**src/rtl/ysyx_041514_alu_mul_ctrl_if.sv**
```systemverilog
// Interface of the multiply controller: issue, writeback and multiplier-request
// channels. The controller uses the slave modport; its environment uses master.
interface ysyx_041514_alu_mul_ctrl_if #(
  parameter int XLEN = 64
);
  logic              op_valid_i;
  logic [2:0]        op_type_i;
  logic [XLEN-1:0]   rs1_data_i;
  logic [XLEN-1:0]   rs2_data_i;
  logic              op_ready_o;
  logic              flush_i;
  logic              result_valid_o;
  logic              result_ready_i;
  logic [XLEN-1:0]   result_o;
  logic              mul_valid_o;
  logic              rs1_signed_valid_o;
  logic              rs2_signed_valid_o;
  logic [XLEN-1:0]   rs1_data_o;
  logic [XLEN-1:0]   rs2_data_o;
  logic              mul_ready_i;
  logic [2*XLEN-1:0] mul_out_i;

  modport slave (
    input  op_valid_i, op_type_i, rs1_data_i, rs2_data_i, flush_i,
           result_ready_i, mul_ready_i, mul_out_i,
    output op_ready_o, result_valid_o, result_o, mul_valid_o,
           rs1_signed_valid_o, rs2_signed_valid_o, rs1_data_o, rs2_data_o
  );

  modport master (
    output op_valid_i, op_type_i, rs1_data_i, rs2_data_i, flush_i,
           result_ready_i, mul_ready_i, mul_out_i,
    input  op_ready_o, result_valid_o, result_o, mul_valid_o,
           rs1_signed_valid_o, rs2_signed_valid_o, rs1_data_o, rs2_data_o
  );
endinterface

```
**src/rtl/ysyx_041514_alu_mul_ctrl.sv**
```systemverilog
// Multiply-op controller: issues requests to an external multiplier, keeps a
// one-entry product cache to skip repeated products, and handles flush/drain.
module ysyx_041514_alu_mul_ctrl #(
  parameter int XLEN = 64
) (
  input logic                       clk,
  input logic                       rst,
  ysyx_041514_alu_mul_ctrl_if.slave bus
);
  typedef enum logic [1:0] {IDLE, BUSY, DRAIN, DONE} state_t;

  localparam logic [2:0] OP_MUL    = 3'd0;
  localparam logic [2:0] OP_MULH   = 3'd1;
  localparam logic [2:0] OP_MULHSU = 3'd2;
  localparam logic [2:0] OP_MULHU  = 3'd3;
  localparam logic [2:0] OP_MULW   = 3'd4;

  state_t            state_q, state_d;
  logic [2:0]        type_q, type_d;
  logic [XLEN-1:0]   rs1_q, rs1_d, rs2_q, rs2_d;
  logic              s1_q, s1_d, s2_q, s2_d;
  logic              mul_valid_q, mul_valid_d;
  logic              result_valid_q, result_valid_d;
  logic [XLEN-1:0]   result_q, result_d;
  logic              cache_valid_q, cache_valid_d;
  logic [XLEN-1:0]   cache_rs1_q, cache_rs1_d, cache_rs2_q, cache_rs2_d;
  logic              cache_s1_q, cache_s1_d, cache_s2_q, cache_s2_d;
  logic [2*XLEN-1:0] cache_prod_q, cache_prod_d;

  logic in_s1, in_s2, in_illegal, hit;

  function automatic logic [XLEN-1:0] sel_result(input logic [2:0] t,
                                                 input logic [2*XLEN-1:0] p);
    case (t)
      OP_MUL:                       sel_result = p[XLEN-1:0];
      OP_MULH, OP_MULHSU, OP_MULHU: sel_result = p[2*XLEN-1:XLEN];
      OP_MULW:                      sel_result = {{(XLEN-32){p[31]}}, p[31:0]};
      default:                      sel_result = '0;
    endcase
  endfunction

  always_comb begin
    in_illegal = (bus.op_type_i > OP_MULW);
    in_s1      = (bus.op_type_i != OP_MULHU) && !in_illegal;
    in_s2      = (bus.op_type_i != OP_MULHU) && (bus.op_type_i != OP_MULHSU) && !in_illegal;
    hit        = cache_valid_q && (cache_rs1_q == bus.rs1_data_i) &&
                 (cache_rs2_q == bus.rs2_data_i) && (cache_s1_q == in_s1) &&
                 (cache_s2_q == in_s2);

    state_d        = state_q;
    type_d         = type_q;
    rs1_d          = rs1_q;
    rs2_d          = rs2_q;
    s1_d           = s1_q;
    s2_d           = s2_q;
    mul_valid_d    = mul_valid_q;
    result_valid_d = result_valid_q;
    result_d       = result_q;
    cache_valid_d  = cache_valid_q;
    cache_rs1_d    = cache_rs1_q;
    cache_rs2_d    = cache_rs2_q;
    cache_s1_d     = cache_s1_q;
    cache_s2_d     = cache_s2_q;
    cache_prod_d   = cache_prod_q;

    case (state_q)
      IDLE: begin
        if (bus.flush_i) begin
          cache_valid_d = 1'b0;
        end else if (bus.op_valid_i) begin
          type_d = bus.op_type_i;
          rs1_d  = bus.rs1_data_i;
          rs2_d  = bus.rs2_data_i;
          s1_d   = in_s1;
          s2_d   = in_s2;
          if (in_illegal) begin
            result_d       = '0;
            result_valid_d = 1'b1;
            state_d        = DONE;
          end else if (hit) begin
            result_d       = sel_result(bus.op_type_i, cache_prod_q);
            result_valid_d = 1'b1;
            state_d        = DONE;
          end else begin
            mul_valid_d = 1'b1;
            state_d     = BUSY;
          end
        end
      end
      BUSY: begin
        if (bus.flush_i) begin
          cache_valid_d = 1'b0;
          // A response arriving with the flush is simply dropped; waiting in
          // DRAIN for another one would never end.
          if (bus.mul_ready_i) begin
            mul_valid_d = 1'b0;
            state_d     = IDLE;
          end else begin
            state_d = DRAIN;
          end
        end else if (bus.mul_ready_i) begin
          cache_valid_d  = 1'b1;
          cache_rs1_d    = rs1_q;
          cache_rs2_d    = rs2_q;
          cache_s1_d     = s1_q;
          cache_s2_d     = s2_q;
          cache_prod_d   = bus.mul_out_i;
          result_d       = sel_result(type_q, bus.mul_out_i);
          result_valid_d = 1'b1;
          mul_valid_d    = 1'b0;
          state_d        = DONE;
        end
      end
      DRAIN: begin
        if (bus.mul_ready_i) begin
          mul_valid_d = 1'b0;
          state_d     = IDLE;
        end
      end
      DONE: begin
        if (bus.flush_i) begin
          cache_valid_d  = 1'b0;
          result_valid_d = 1'b0;
          state_d        = IDLE;
        end else if (bus.result_ready_i) begin
          result_valid_d = 1'b0;
          state_d        = IDLE;
        end
      end
      default: state_d = IDLE;
    endcase
  end

  always_ff @(posedge clk or posedge rst) begin
    if (rst) begin
      state_q        <= IDLE;
      type_q         <= '0;
      rs1_q          <= '0;
      rs2_q          <= '0;
      s1_q           <= 1'b0;
      s2_q           <= 1'b0;
      mul_valid_q    <= 1'b0;
      result_valid_q <= 1'b0;
      result_q       <= '0;
      cache_valid_q  <= 1'b0;
      cache_rs1_q    <= '0;
      cache_rs2_q    <= '0;
      cache_s1_q     <= 1'b0;
      cache_s2_q     <= 1'b0;
      cache_prod_q   <= '0;
    end else begin
      state_q        <= state_d;
      type_q         <= type_d;
      rs1_q          <= rs1_d;
      rs2_q          <= rs2_d;
      s1_q           <= s1_d;
      s2_q           <= s2_d;
      mul_valid_q    <= mul_valid_d;
      result_valid_q <= result_valid_d;
      result_q       <= result_d;
      cache_valid_q  <= cache_valid_d;
      cache_rs1_q    <= cache_rs1_d;
      cache_rs2_q    <= cache_rs2_d;
      cache_s1_q     <= cache_s1_d;
      cache_s2_q     <= cache_s2_d;
      cache_prod_q   <= cache_prod_d;
    end
  end

  assign bus.op_ready_o         = (state_q == IDLE);
  assign bus.result_valid_o     = result_valid_q;
  assign bus.result_o           = result_q;
  assign bus.mul_valid_o        = mul_valid_q;
  assign bus.rs1_signed_valid_o = s1_q;
  assign bus.rs2_signed_valid_o = s2_q;
  assign bus.rs1_data_o         = rs1_q;
  assign bus.rs2_data_o         = rs2_q;
endmodule

```
**src/flat_wrapper.sv**
```systemverilog
// flat-port wrapper written by rule: the top's interface ports become plain ports
module ysyx_041514_alu_mul_ctrl_flat 
#(
  parameter int XLEN = 64
)
  (clk, rst, bus_op_valid_i, bus_op_type_i, bus_rs1_data_i, bus_rs2_data_i, bus_flush_i, bus_result_ready_i, bus_mul_ready_i, bus_mul_out_i, bus_op_ready_o, bus_result_valid_o, bus_result_o, bus_mul_valid_o, bus_rs1_signed_valid_o, bus_rs2_signed_valid_o, bus_rs1_data_o, bus_rs2_data_o);
  ysyx_041514_alu_mul_ctrl_if #(.XLEN(XLEN)) bus_i ();
  input logic clk;
  input logic rst;
  input wire logic [$bits(bus_i.op_valid_i)-1:0] bus_op_valid_i;
  input wire logic [$bits(bus_i.op_type_i)-1:0] bus_op_type_i;
  input wire logic [$bits(bus_i.rs1_data_i)-1:0] bus_rs1_data_i;
  input wire logic [$bits(bus_i.rs2_data_i)-1:0] bus_rs2_data_i;
  input wire logic [$bits(bus_i.flush_i)-1:0] bus_flush_i;
  input wire logic [$bits(bus_i.result_ready_i)-1:0] bus_result_ready_i;
  input wire logic [$bits(bus_i.mul_ready_i)-1:0] bus_mul_ready_i;
  input wire logic [$bits(bus_i.mul_out_i)-1:0] bus_mul_out_i;
  output wire logic [$bits(bus_i.op_ready_o)-1:0] bus_op_ready_o;
  output wire logic [$bits(bus_i.result_valid_o)-1:0] bus_result_valid_o;
  output wire logic [$bits(bus_i.result_o)-1:0] bus_result_o;
  output wire logic [$bits(bus_i.mul_valid_o)-1:0] bus_mul_valid_o;
  output wire logic [$bits(bus_i.rs1_signed_valid_o)-1:0] bus_rs1_signed_valid_o;
  output wire logic [$bits(bus_i.rs2_signed_valid_o)-1:0] bus_rs2_signed_valid_o;
  output wire logic [$bits(bus_i.rs1_data_o)-1:0] bus_rs1_data_o;
  output wire logic [$bits(bus_i.rs2_data_o)-1:0] bus_rs2_data_o;
  assign bus_i.op_valid_i = bus_op_valid_i;
  assign bus_i.op_type_i = bus_op_type_i;
  assign bus_i.rs1_data_i = bus_rs1_data_i;
  assign bus_i.rs2_data_i = bus_rs2_data_i;
  assign bus_i.flush_i = bus_flush_i;
  assign bus_i.result_ready_i = bus_result_ready_i;
  assign bus_i.mul_ready_i = bus_mul_ready_i;
  assign bus_i.mul_out_i = bus_mul_out_i;
  assign bus_op_ready_o = bus_i.op_ready_o;
  assign bus_result_valid_o = bus_i.result_valid_o;
  assign bus_result_o = bus_i.result_o;
  assign bus_mul_valid_o = bus_i.mul_valid_o;
  assign bus_rs1_signed_valid_o = bus_i.rs1_signed_valid_o;
  assign bus_rs2_signed_valid_o = bus_i.rs2_signed_valid_o;
  assign bus_rs1_data_o = bus_i.rs1_data_o;
  assign bus_rs2_data_o = bus_i.rs2_data_o;
  ysyx_041514_alu_mul_ctrl #(.XLEN(XLEN)) u_core (.clk(clk), .rst(rst), .bus(bus_i));
endmodule
```
**config.mk**
```make
export PLATFORM = sky130hd
export DESIGN_NAME = ysyx_041514_alu_mul_ctrl_flat
export DESIGN_NICKNAME = d
export VERILOG_FILES = /design/src/rtl/ysyx_041514_alu_mul_ctrl_if.sv /design/src/rtl/ysyx_041514_alu_mul_ctrl.sv /design/src/flat_wrapper.sv
export SDC_FILE = /design/constraint.sdc
export NUM_CORES = 1
export LEC_CHECK = 0
export BUFFER_PORTS_ARGS = -buffer_cell sky130_fd_sc_hd__buf_2
export CORE_UTILIZATION = 51
export CTS_CLUSTER_DIAMETER = 50
export DETAILED_ROUTE_END_ITERATION = 6
export PLACE_DENSITY = 0.77
export SLEW_MARGIN = 0
export SYNTH_ARGS = -nofsm -noshare
export SYNTH_HDL_FRONTEND = slang
export SYNTH_SLANG_ARGS = --single-unit
```
**constraint.sdc**
```tcl
create_clock -name clk -period 17.93 [get_ports clk]
set_input_delay 0.8965 -clock clk [delete_from_list [all_inputs] [get_ports clk]]
set_output_delay 0.8965 -clock clk [all_outputs]
set_load 0.02 [all_outputs]
```
==> qor.csv, run 1 <==
metric,value,unit
Mean Syn Cell Area,12.70,sq um
worst slew pin tran,1.158,ns
number of synthesized flops with an enable pin,0,
CTS buffer count,52,
"Hold Vio Cnt, Final",0,
CTS root buffer,clkbuf_16,
final setup vio count,0,
setup total negative slack,0,ns
placed cells,2590,
internal power,3.075,mW
Routed Antenna Nets,0,
DRT Wirelength,59.20,mm
DR vias/cell,5.733,
clock sink total,460,
post-synthesis net count,1962,
num rows,74,
critical path type,flop to flop,
"CTS clk-pin slew, worst paths",0.06,ns
max-cap violations,0,
RSZ-0062 raised after global routing,no,
clk_lat worst skew,0.59,ns
pre-CTS WS,13.37,ns
vias,15500,
peak supply drop,112.6,uV
share of layout cells above drive strength 1,47.39,%
startpoint types,flop,
DRC Markers,2,
largest family of logic cells by synthesized area,multiplexers,
Mapped Area,21510,sq um
global route overflow,0,
number of global-route vias before repair,15920,
Synth area leaders,"dfrtp_1 (54%), mux2_2 (23%), xnor2_1 (2.6%)",
setup slack after layout,13.74,ns
nets@finish,2381,
I/O Buffers,461,
Sw Share,36.41,%
power per cell area,186.3,nW/um^2
Yosys top cell by area,dfrtp_1,
first-pass GRT wire length,91.10,mm
most frequent CP cell,buf_4,
CP peak stage delay,0.95,ns
core box area,41200,sq um
Initial DRC Count,1117,
cell count after synthesis,1693,
Clock power frac,22.0,%
r2r setup slk,13.74,ns
multiplexer area fraction after synthesis,25.10,%
Compound-Gate Fraction of Synth Area,7.848,%
Die Y,207.4,microns
DR pass1 iterations,7,
Simple-Gate Fraction of Synth Area,7.843,%
r2r worst-path depth,7,
worst r2r src,u_core.state_q[1]$_DFFE_PP0P_,
"most common cell after layout, fill and taps aside",buf_2,
CP max FO,76,
failing checks,DRC,
"Cell Chain, Critical Path","inv_1, ha_4, nor2b_1, nand2_4, buf_4, buf_4, mux2_2",
min cycle time layout,4.192,ns
xor and xnor area share after synthesis,2.729,%
Crit path max-delay family,buffers and inverters,
clk buf depth,3,
Worst Path Arrival,4.63,ns
Post-synth ARST share,100.0,%
Final Cycle Share,23.38,%
critical register-to-register path endpoint,u_core.cache_rs2_q[47]$_DFFE_PP0P_,
sequential share of power,39.0,%
largest net degree at the start of global routing,125,
Hold Crit Class,input pin to asynchronous set/reset pin,
Crit. End Element,flop,
CTS tree,yes,
HPWL Detailed,39.83,mm
Sw Pwr,1.761,mW
final std cells w/o fill,2704,
PostCTS Resize Cnt,0,
setup repair bufs after CTS,0,
Avg WL per Cell,21.89,microns
CP max-delay cell,buf_4,
Total GRT Usage,27.03,%
Leak,11.79,nW
Synth Register Bits,460,
# H-tree levels,2,
Comb power frac,39.1,%
Initial Utilization,52.20,%
die area,42990,sq um
post-synth top area share,53.53,%
die width,207.4,microns
Synth Area in Adders,0.2793,%
gpl congestion,0.8699,
Area Overhead vs Synth,20.70,%
hold buffers post-CTS,0,
max frequency,238.6,MHz
synth unique cells,47,
Critical Path RT,18.37,ns
outcome,"complete, but fails checks",
worst rel slew slack,22.78,%
number of buffers and inverters on the critical path,3,
I/O pin count,462,
most frequent cells in the layout,"buf_2 (461), dfrtp_1 (459), mux2_2 (447)",
clk_skew,0.03452,ns
Final Max Slew Viols,0,
Most used DFF post-synth,dfrtp_1,
sequential-to-total area share from yosys stat,53.53,%
Synth Warn #,0,
initial antenna violation count,28,
==> layer usage <==
layer | up-vias | GRT usage [%] | routed length (microns)
met5 | - | 0 | 49
li1 | 6979 | - | -
met2 | 557 | 42.61 | 28160
met3 | 147 | 5.492 | 3596
met1 | 7812 | 35.66 | 24960
met4 | 8 | 13.54 | 2426
==> metrics by stage <==
step                cell area [sq um]  utilization (%)  hold WS (ns)  power [mW]
global route                    25960            63.00        0.5068       5.079
global placement                24190            58.71        0.4642       3.677
floorplan                       21510                -        0.4708       3.161
finish                          25960            63.00        0.4665       4.836
detailed placement              24190            58.71        0.4751       3.766
CTS                             25900            62.85        0.4884       4.850
==> power by group through the flow <==
stage | Sequential (mW) | Clock [mW] | Combinational [mW]
global route | 1.94 | 1.12 | 2.02
finish | 1.88 | 1.06 | 1.89
detailed placement | 1.88 | 0 | 1.88
floorplan | 2.07 | 0 | 1.09
CTS | 1.87 | 1.08 | 1.90
global placement | 1.84 | 0 | 1.83
==> flip-flops by register name, indices dropped and copies added (netlist names), 2 cells and up <==
signal / flops
u_core.state_q: 2
u_core.cache_prod_q: 128
u_core.bus.rs2_data_o: 64
u_core.cache_rs2_q: 64
u_core.type_q: 3
u_core.bus.result_o: 64
u_core.cache_rs1_q: 64
u_core.bus.rs1_data_o: 64
==> kinds of logic after synthesis <==
family	after synthesis
AO/OA/AOI/OAI	246
AND/OR/NAND/NOR	291
flip-flops	460
XOR/XNOR	67
buffers and inverters	141
adder cells (fa/ha/maj)	5
multiplexers	483
==> area by class of cell <==
cell class | count | area, sq um
fill | 3196 | 15240
sequential | 460 | 11510
multi-input combinational | 1092 | 9467
timing repair buffer | 477 | 2427
clock buffer | 71 | 1483
tap | 532 | 665.6
clock inverter | 19 | 226.5
inverter | 29 | 116.4
antenna | 24 | 60.06
==> worst reg2reg max path, stage by stage (launching register included) <==
cell and delay (ns):
dfrtp_1 0.37, inv_1 0.11, ha_4 0.30, nor2b_1 0.23, nand2_4 0.68, buf_4 0.90, buf_4 0.99, mux2_2 0.48
==> cells in the mapped netlist, drive strengths merged, types with 19 or more instances <==
| cell type | instances |
|---|---|
| dfrtp | 460 |
| mux2 | 450 |
| a21oi | 100 |
| clkbuf | 96 |
| nand2 | 84 |
| xnor2 | 65 |
| nor3b | 64 |
| nand2b | 57 |
| nor2b | 34 |
| mux2i | 33 |
| a211oi | 32 |
| o211ai | 32 |
| o31a | 32 |
| inv | 29 |
| o2111ai | 19 |
==> how the worst max path moves through the flow <==
stage	slack (ns)	from	end	cells after the start
after global placement	13.52	bus_rs1_data_i[18]	u_core.bus.result_o[19]$_DFFE_PP0P_	8
after detailed placement	13.37	bus_rs2_data_i[51]	u_core.bus.result_o[13]$_DFFE_PP0P_	10
after floorplan	4.21	rst	u_core.bus.mul_valid_o$_DFFE_PP0P_	1
final	13.74	u_core.state_q[1]$_DFFE_PP0P_	u_core.cache_rs2_q[47]$_DFFE_PP0P_	7
after global routing	13.52	u_core.state_q[1]$_DFFE_PP0P_	u_core.cache_rs1_q[54]$_DFFE_PP0P_	7
after CTS	13.76	u_core.state_q[1]$_DFFE_PP0P_	u_core.cache_rs2_q[47]$_DFFE_PP0P_	7
(Power assumes the default switching activity.)
==> run 2: changes to the inputs <==
Settings changed: ABC_AREA set to 1.
Clock period 17.93 ns to 4.19 ns, I/O delays scaled along.
==> run 2 against run 1 <==
Highest routed layer unchanged. Sequential power grew to 4.2 times the previous value. Critical endpoint is now u_core.bus.result_o[60]$_DFFE_PP0P_. Sequential share of layout area is 6.1 points lower. Die area is 6.4% higher. The run now ends clean.
==> qor.csv, run 2 <==
metric,value,unit
outcome,completed,
worst slew pin tran,0.9777,ns
Synth Register Bits,460,
Crit. End Element,flop,
Avg WL per Cell,19.51,microns
Area Overhead vs Synth,31.40,%
max reg flops,128,
hold slack,0.06616,ns
most common library cells after synthesis,"nand2_1 (1,095), dfrtp_1 (460), inv_1 (405)",
number of buffers and inverters on the critical path,1,
min cycle time layout,2.952,ns
vias,24000,
global route overflow,0,
Final Max Slew Viols,0,
Simple-Gate Fraction of Synth Area,26.20,%
Mean Syn Cell Area,7.543,sq um
number of synthesized flops with an enable pin,0,
largest family of logic cells by synthesized area,simple AND/OR/NAND/NOR gates,
gpl congestion,1.014,
worst r2r src,u_core.cache_rs1_q[42]$_DFFE_PP0P_,
clk_lat worst skew,0.60,ns
most frequent CP cell,nand3_1,
initial antenna violation count,6,
Routed Antenna Nets,0,
internal power,12.18,mW
setup repair bufs after CTS,0,
I/O pin count,462,
"Cell Chain, Critical Path","xnor2_1, nand3_1, nor3_1, nand2_1, nor2_1, nand3_1, nand3_4, buf_4, nand3_1, nand2_1",
# fillers,3455,
Critical Path RT,4.71,ns
r2r worst-path depth,10,
CTS tree,yes,
DR vias/cell,5.550,
clock sink total,460,
multiplexer area fraction after synthesis,0.2952,%
Final Cycle Share,70.46,%
Clock power frac,21.2,%
CP max FO,67,
final setup vio count,0,
peak supply drop,633.0,uV
first-pass GRT wire length,127.8,mm
CP peak stage delay,0.73,ns
fin util,68.01,%
Hold Path Origin,bus_flush_i,
critical register-to-register path endpoint,u_core.bus.result_o[60]$_DFFE_PP0P_,
Initial DRC Count,3034,
critical path type,flop to flop,
clk_skew,0.01644,ns
Mapped Area,22890,sq um
die area,45730,sq um
Yosys top cell by area,dfrtp_1,
power per cell area,726.0,nW/um^2
largest reg by FF count,u_core.cache_prod_q,
DR pass1 iterations,6,
Total Power,21.83,mW
"count leader, synth",nand2_1,
Most used DFF post-synth,dfrtp_1,
Initial Utilization,51.76,%
DRT Wirelength,84.36,mm
xor and xnor area share after synthesis,0.6123,%
Leak,16.45,nW
CTS buffer count,55,
die width,213.8,microns
Sw Pwr,9.650,mW
Comb power frac,42.4,%
"CTS clk-pin slew, worst paths",0.06,ns
most frequent cells in the layout,"nand2_1 (1,094), buf_2 (461), dfrtp_1 (460)",
Crit path max-delay family,simple AND/OR/NAND/NOR gates,
Synth area leaders,"dfrtp_1 (50%), nand2_1 (18%), inv_1 (6.6%)",
final std cells w/o fill,4324,
crit path capture,u_core.bus.result_o[60]$_DFFE_PP0P_,
# H-tree levels,2,
Compound-Gate Fraction of Synth Area,12.79,%
PostCTS Resize Cnt,0,
Post-synth ARST share,100.0,%
sequential share of power,36.4,%
Total GRT Usage,36.55,%
synth unique cells,33,
post-synth top area share,50.30,%
I/O Buffers,461,
placed cells,3970,
Hold Crit Class,input pin to flop,
Die Y,213.8,microns
RSZ-0062 raised after global routing,no,
"most common cell after layout, fill and taps aside",nand2_1,
"Hold Vio Cnt, Final",0,
CP startpoint,u_core.cache_rs1_q[42]$_DFFE_PP0P_,
Synth Warn #,0,
Sw Share,44.20,%
post-synthesis net count,3303,
worst rel slew slack,34.82,%
nets@finish,3965,
max-cap violations,0,
CP max-delay cell,buf_4,
largest net degree at the start of global routing,130,
core box area,44220,sq um
CTS root buffer,clkbuf_16,
DRC Markers,0,
cell count after synthesis,3034,
r2r setup slk,1.24,ns
clk buf depth,3,
max frequency,338.7,MHz
hold buffers post-CTS,261,
num rows,77,
sequential-to-total area share from yosys stat,50.30,%
share of layout cells above drive strength 1,16.90,%
number of global-route vias before repair,23100,
HPWL Detailed,54.10,mm
startpoint types,flop,
Synth Area in Adders,0.2187,%
Crit path depth,10,
Worst Path Arrival,3.47,ns
[run 2: cell types whose count changed after synthesis, moves of 114 or more]
cell / previous run / this run
nand3_1: 6 / 120
nand2_1: 84 / 1095
mux2_2: 447 / 6
inv_1: 29 / 405
o21ai_0: 10 / 268
nor2_1: 7 / 203
[run 2: routing by layer]
layer  share of wire [%]  wire length [microns]  vias up  global-route usage, %
met2                  46                  38600     1620                  58.20
met5               0.039                     33        -                      0
met4                 6.9                   5803        6                  22.86
met3                  10                   8697      423                  9.066
met1                  37                  31230    11020                  44.68
li1                    -                      -    10930                      -
[run 2: tightest hold or removal path, stage by stage]
cell and delay, ns:
buf_2 0.17, o22ai_1 0.11, nand2_1 0.05, o21ai_0 0.06
[run 2: worst min-delay path by stage]
stage                                             to  slack (ns)  cells past startpoint
2_1_floorplan  u_core.bus.rs1_data_o[60]$_DFFE_PP0P_        0.33                      2
3_3_place_gp     u_core.cache_prod_q[13]$_DFFE_PP0P_        0.39                      2
3_5_place_dp      u_core.cache_prod_q[1]$_DFFE_PP0P_        0.38                      2
4_1_cts             u_core.cache_valid_q$_DFFE_PP0P_        0.04                      4
5_1_grt             u_core.cache_valid_q$_DFFE_PP0P_        0.07                      4
6_report            u_core.cache_valid_q$_DFFE_PP0P_        0.07                      4
[run 2: cell type report]
type | instances | area [sq um] | share of cell area [%]
Multi-Input combinational cell | 2010 | 9241 | 30.73
Timing Repair Buffer | 761 | 5313 | 17.67
Sequential cell | 460 | 11510 | 38.28
Antenna cell | 4 | 10.01 | 0.03328
Clock inverter | 18 | 151.4 | 0.5034
Inverter | 408 | 1536 | 5.109
Tap cell | 592 | 740.7 | 2.463
Clock buffer | 71 | 1569 | 5.217
[run 2: cells by family after synthesis]
logic type      count (synthesis)
buf+inv                       564
flops                         460
xor+xnor                       16
simple gates                 1487
fa+ha+maj                       4
mux                             6
compound gates                497
[run 2: per-stage QoR]
stage	setup slack (ns)	setup TNS (ns)	instance area (sq um)
2_1_floorplan	-2.244	-1032.47	22890
3_3_place_gp	1.480	0	25730
3_5_place_dp	1.382	0	25730
4_1_cts	1.356	0	30060
5_1_grt	1.074	0	30070
6_report	1.238	0	30070
[run 2: power by group through the flow]
stage	clock network (mW)	logic (mW)	registers, mW
floorplan	0	4.89	8.64
global placement	0	8.64	7.85
detailed placement	0	8.79	7.88
CTS	4.66	9.02	7.85
global route	4.83	10.2	8.15
finish	4.63	9.26	7.94
==> run 3: changes to the inputs <==
Settings changed: CORE_UTILIZATION 51 to 50, PLACE_DENSITY 0.77 to 0.79.
Clock period 4.19 ns to 2.7 ns, I/O delays scaled along.
==> run 3 against run 2 <==
Core utilization fell by 0.41 points. Setup slack got worse by 1.1 ns. Clock skew rose by 0.027 ns. Sequential power rose by 57%. Global-route usage rose by 0.58 points. Design area rose by 1.8%. Via count rose by 1.9%. Non-clock buffer count rose by 16. Count of clock-buffer cells in the layout rose by 4.
==> qor.csv, run 3 (synthesized netlist as in run 2, its figures left out) <==
metric,value,unit
max frequency,397.6,MHz
CTS root buffer,clkbuf_16,
"CTS clk-pin slew, worst paths",0.06,ns
Final Max Slew Viols,0,
number of global-route vias before repair,23860,
clk_lat worst skew,0.63,ns
setup total negative slack,0,ns
DR pass1 iterations,6,
Hold Crit Class,input pin to asynchronous set/reset pin,
largest reg by FF count,u_core.cache_prod_q,
Total Power,35.38,mW
Total GRT Usage,37.13,%
clock sink total,460,
Area Overhead vs Synth,33.74,%
setup repair bufs after CTS,0,
power per cell area,1156,nW/um^2
placed cells,3989,
worst rel slew slack,31.28,%
gpl congestion,0.9709,
I/O Buffers,461,
vias,24470,
DRT Wirelength,87.87,mm
CP max FO,64,
Worst Path Arrival,3.06,ns
largest net degree at the start of global routing,169,
startpoint types,flop,
Final Cycle Share,93.16,%
DR vias/cell,5.613,
Crit. End Element,flop,
max reg flops,128,
Critical Path RT,3.24,ns
cell area after layout,30610,sq um
CTS tree,yes,
share of layout cells above drive strength 1,17.37,%
Post-DP Area,25930,sq um
critical path type,flop to flop,
RSZ-0062 raised after global routing,no,
num rows,78,
Initial DRC Count,3081,
clk_skew,0.04342,ns
Avg WL per Cell,20.16,microns
first-pass GRT wire length,133.4,mm
Leak,16.70,nW
Die Y,216.0,microns
"Hold Vio Cnt, Final",0,
die area,46630,sq um
# fillers,3529,
DRC Markers,0,
CTS buffer count,56,
clk buf depth,3,
final std cells w/o fill,4359,
max-cap violations,0,
Routed Antenna Nets,0,
worst slew pin tran,1.031,ns
# H-tree levels,2,
outcome,completed,
"most common cell after layout, fill and taps aside",nand2_1,
most frequent cells in the layout,"nand2_1 (1,094), buf_2 (461), dfrtp_1 (460)",
fin util,67.59,%
global route overflow,0,
initial antenna violation count,1,
I/O pin count,462,
final setup vio count,0,
HPWL Detailed,56.94,mm
Initial Utilization,50.54,%
antenna diode count,0,
nets@finish,3982,
die width,216.0,microns
core box area,45280,sq um
peak supply drop,647.6,uV
min cycle time layout,2.515,ns
[run 3: path summary, 6_finish.rpt]
kind,startpoint,cells after the start,slack [ns],to
setup reg to reg,u_core.state_q[1]$_DFFE_PP0P_,8,0.18,u_core.cache_prod_q[127]$_DFFE_PP0P_
hold / removal,rst,3,0.12,u_core.cache_prod_q[11]$_DFFE_PP0P_
min in group clk,bus_mul_ready_i,6,0.12,u_core.cache_valid_q$_DFFE_PP0P_
setup / recovery,u_core.state_q[1]$_DFFE_PP0P_,8,0.18,u_core.cache_prod_q[127]$_DFFE_PP0P_
max in group asynchronous,rst,4,1.60,u_core.cache_prod_q[119]$_DFFE_PP0P_
hold reg to reg,u_core.cache_prod_q[100]$_DFFE_PP0P_,2,0.48,u_core.cache_prod_q[100]$_DFFE_PP0P_
[run 3: cell type report]
class	count	area [sq um]	share of cell area, %
clock buffers	75	1605	5.245
well taps	600	750.7	2.453
flip-flops and latches	460	11510	37.61
clock inverters	29	401.6	1.312
inverters	408	1536	5.020
repair buffers	777	5562	18.17
multi-input cells	2010	9241	30.19
[run 3: worst max-delay path, stage by stage, from the launching register on]
cell and delay (ns):
dfrtp_1 0.42, inv_1 0.10, ha_1 0.26, clkinv_1 0.17, nor2_4 0.15, buf_6 0.43, nand3_1 0.17, dlygate4sd3_1 0.63
nand2_1 0.09
[run 3: stage by stage]
stage               setup slack [ns]  hold WS (ns)
global placement              0.4241        0.1668
floorplan                     -3.660        0.2519
finish                        0.1846        0.1175
detailed placement            0.3830        0.1709
global route                 0.08322        0.1318
CTS                           0.1143       0.07287
[run 3: what timing repair did]
item                                   in CTS  in global routing
endpoints found under the hold margin     416                  0
hold buffers                              266                  0
resized for setup                           0                  1
setup endpoints to repair                   0                  1
[run 3: per-layer routing]
metal | up-vias | routed length (microns) | GRT usage, %
li1 | 10980 | - | -
met1 | 11400 | 31920 | 45.43
met2 | 1711 | 41250 | 60.73
met3 | 382 | 8953 | 7.456
met4 | 2 | 5741 | 22.39
met5 | - | 10 | 0
[run 3: power breakdown]
group | switching (mW) | internal [mW]
combinational | 9.90 | 4.83
clock | 3.22 | 4.97
sequential | 2.36 | 10.1
total | 15.5 | 19.9
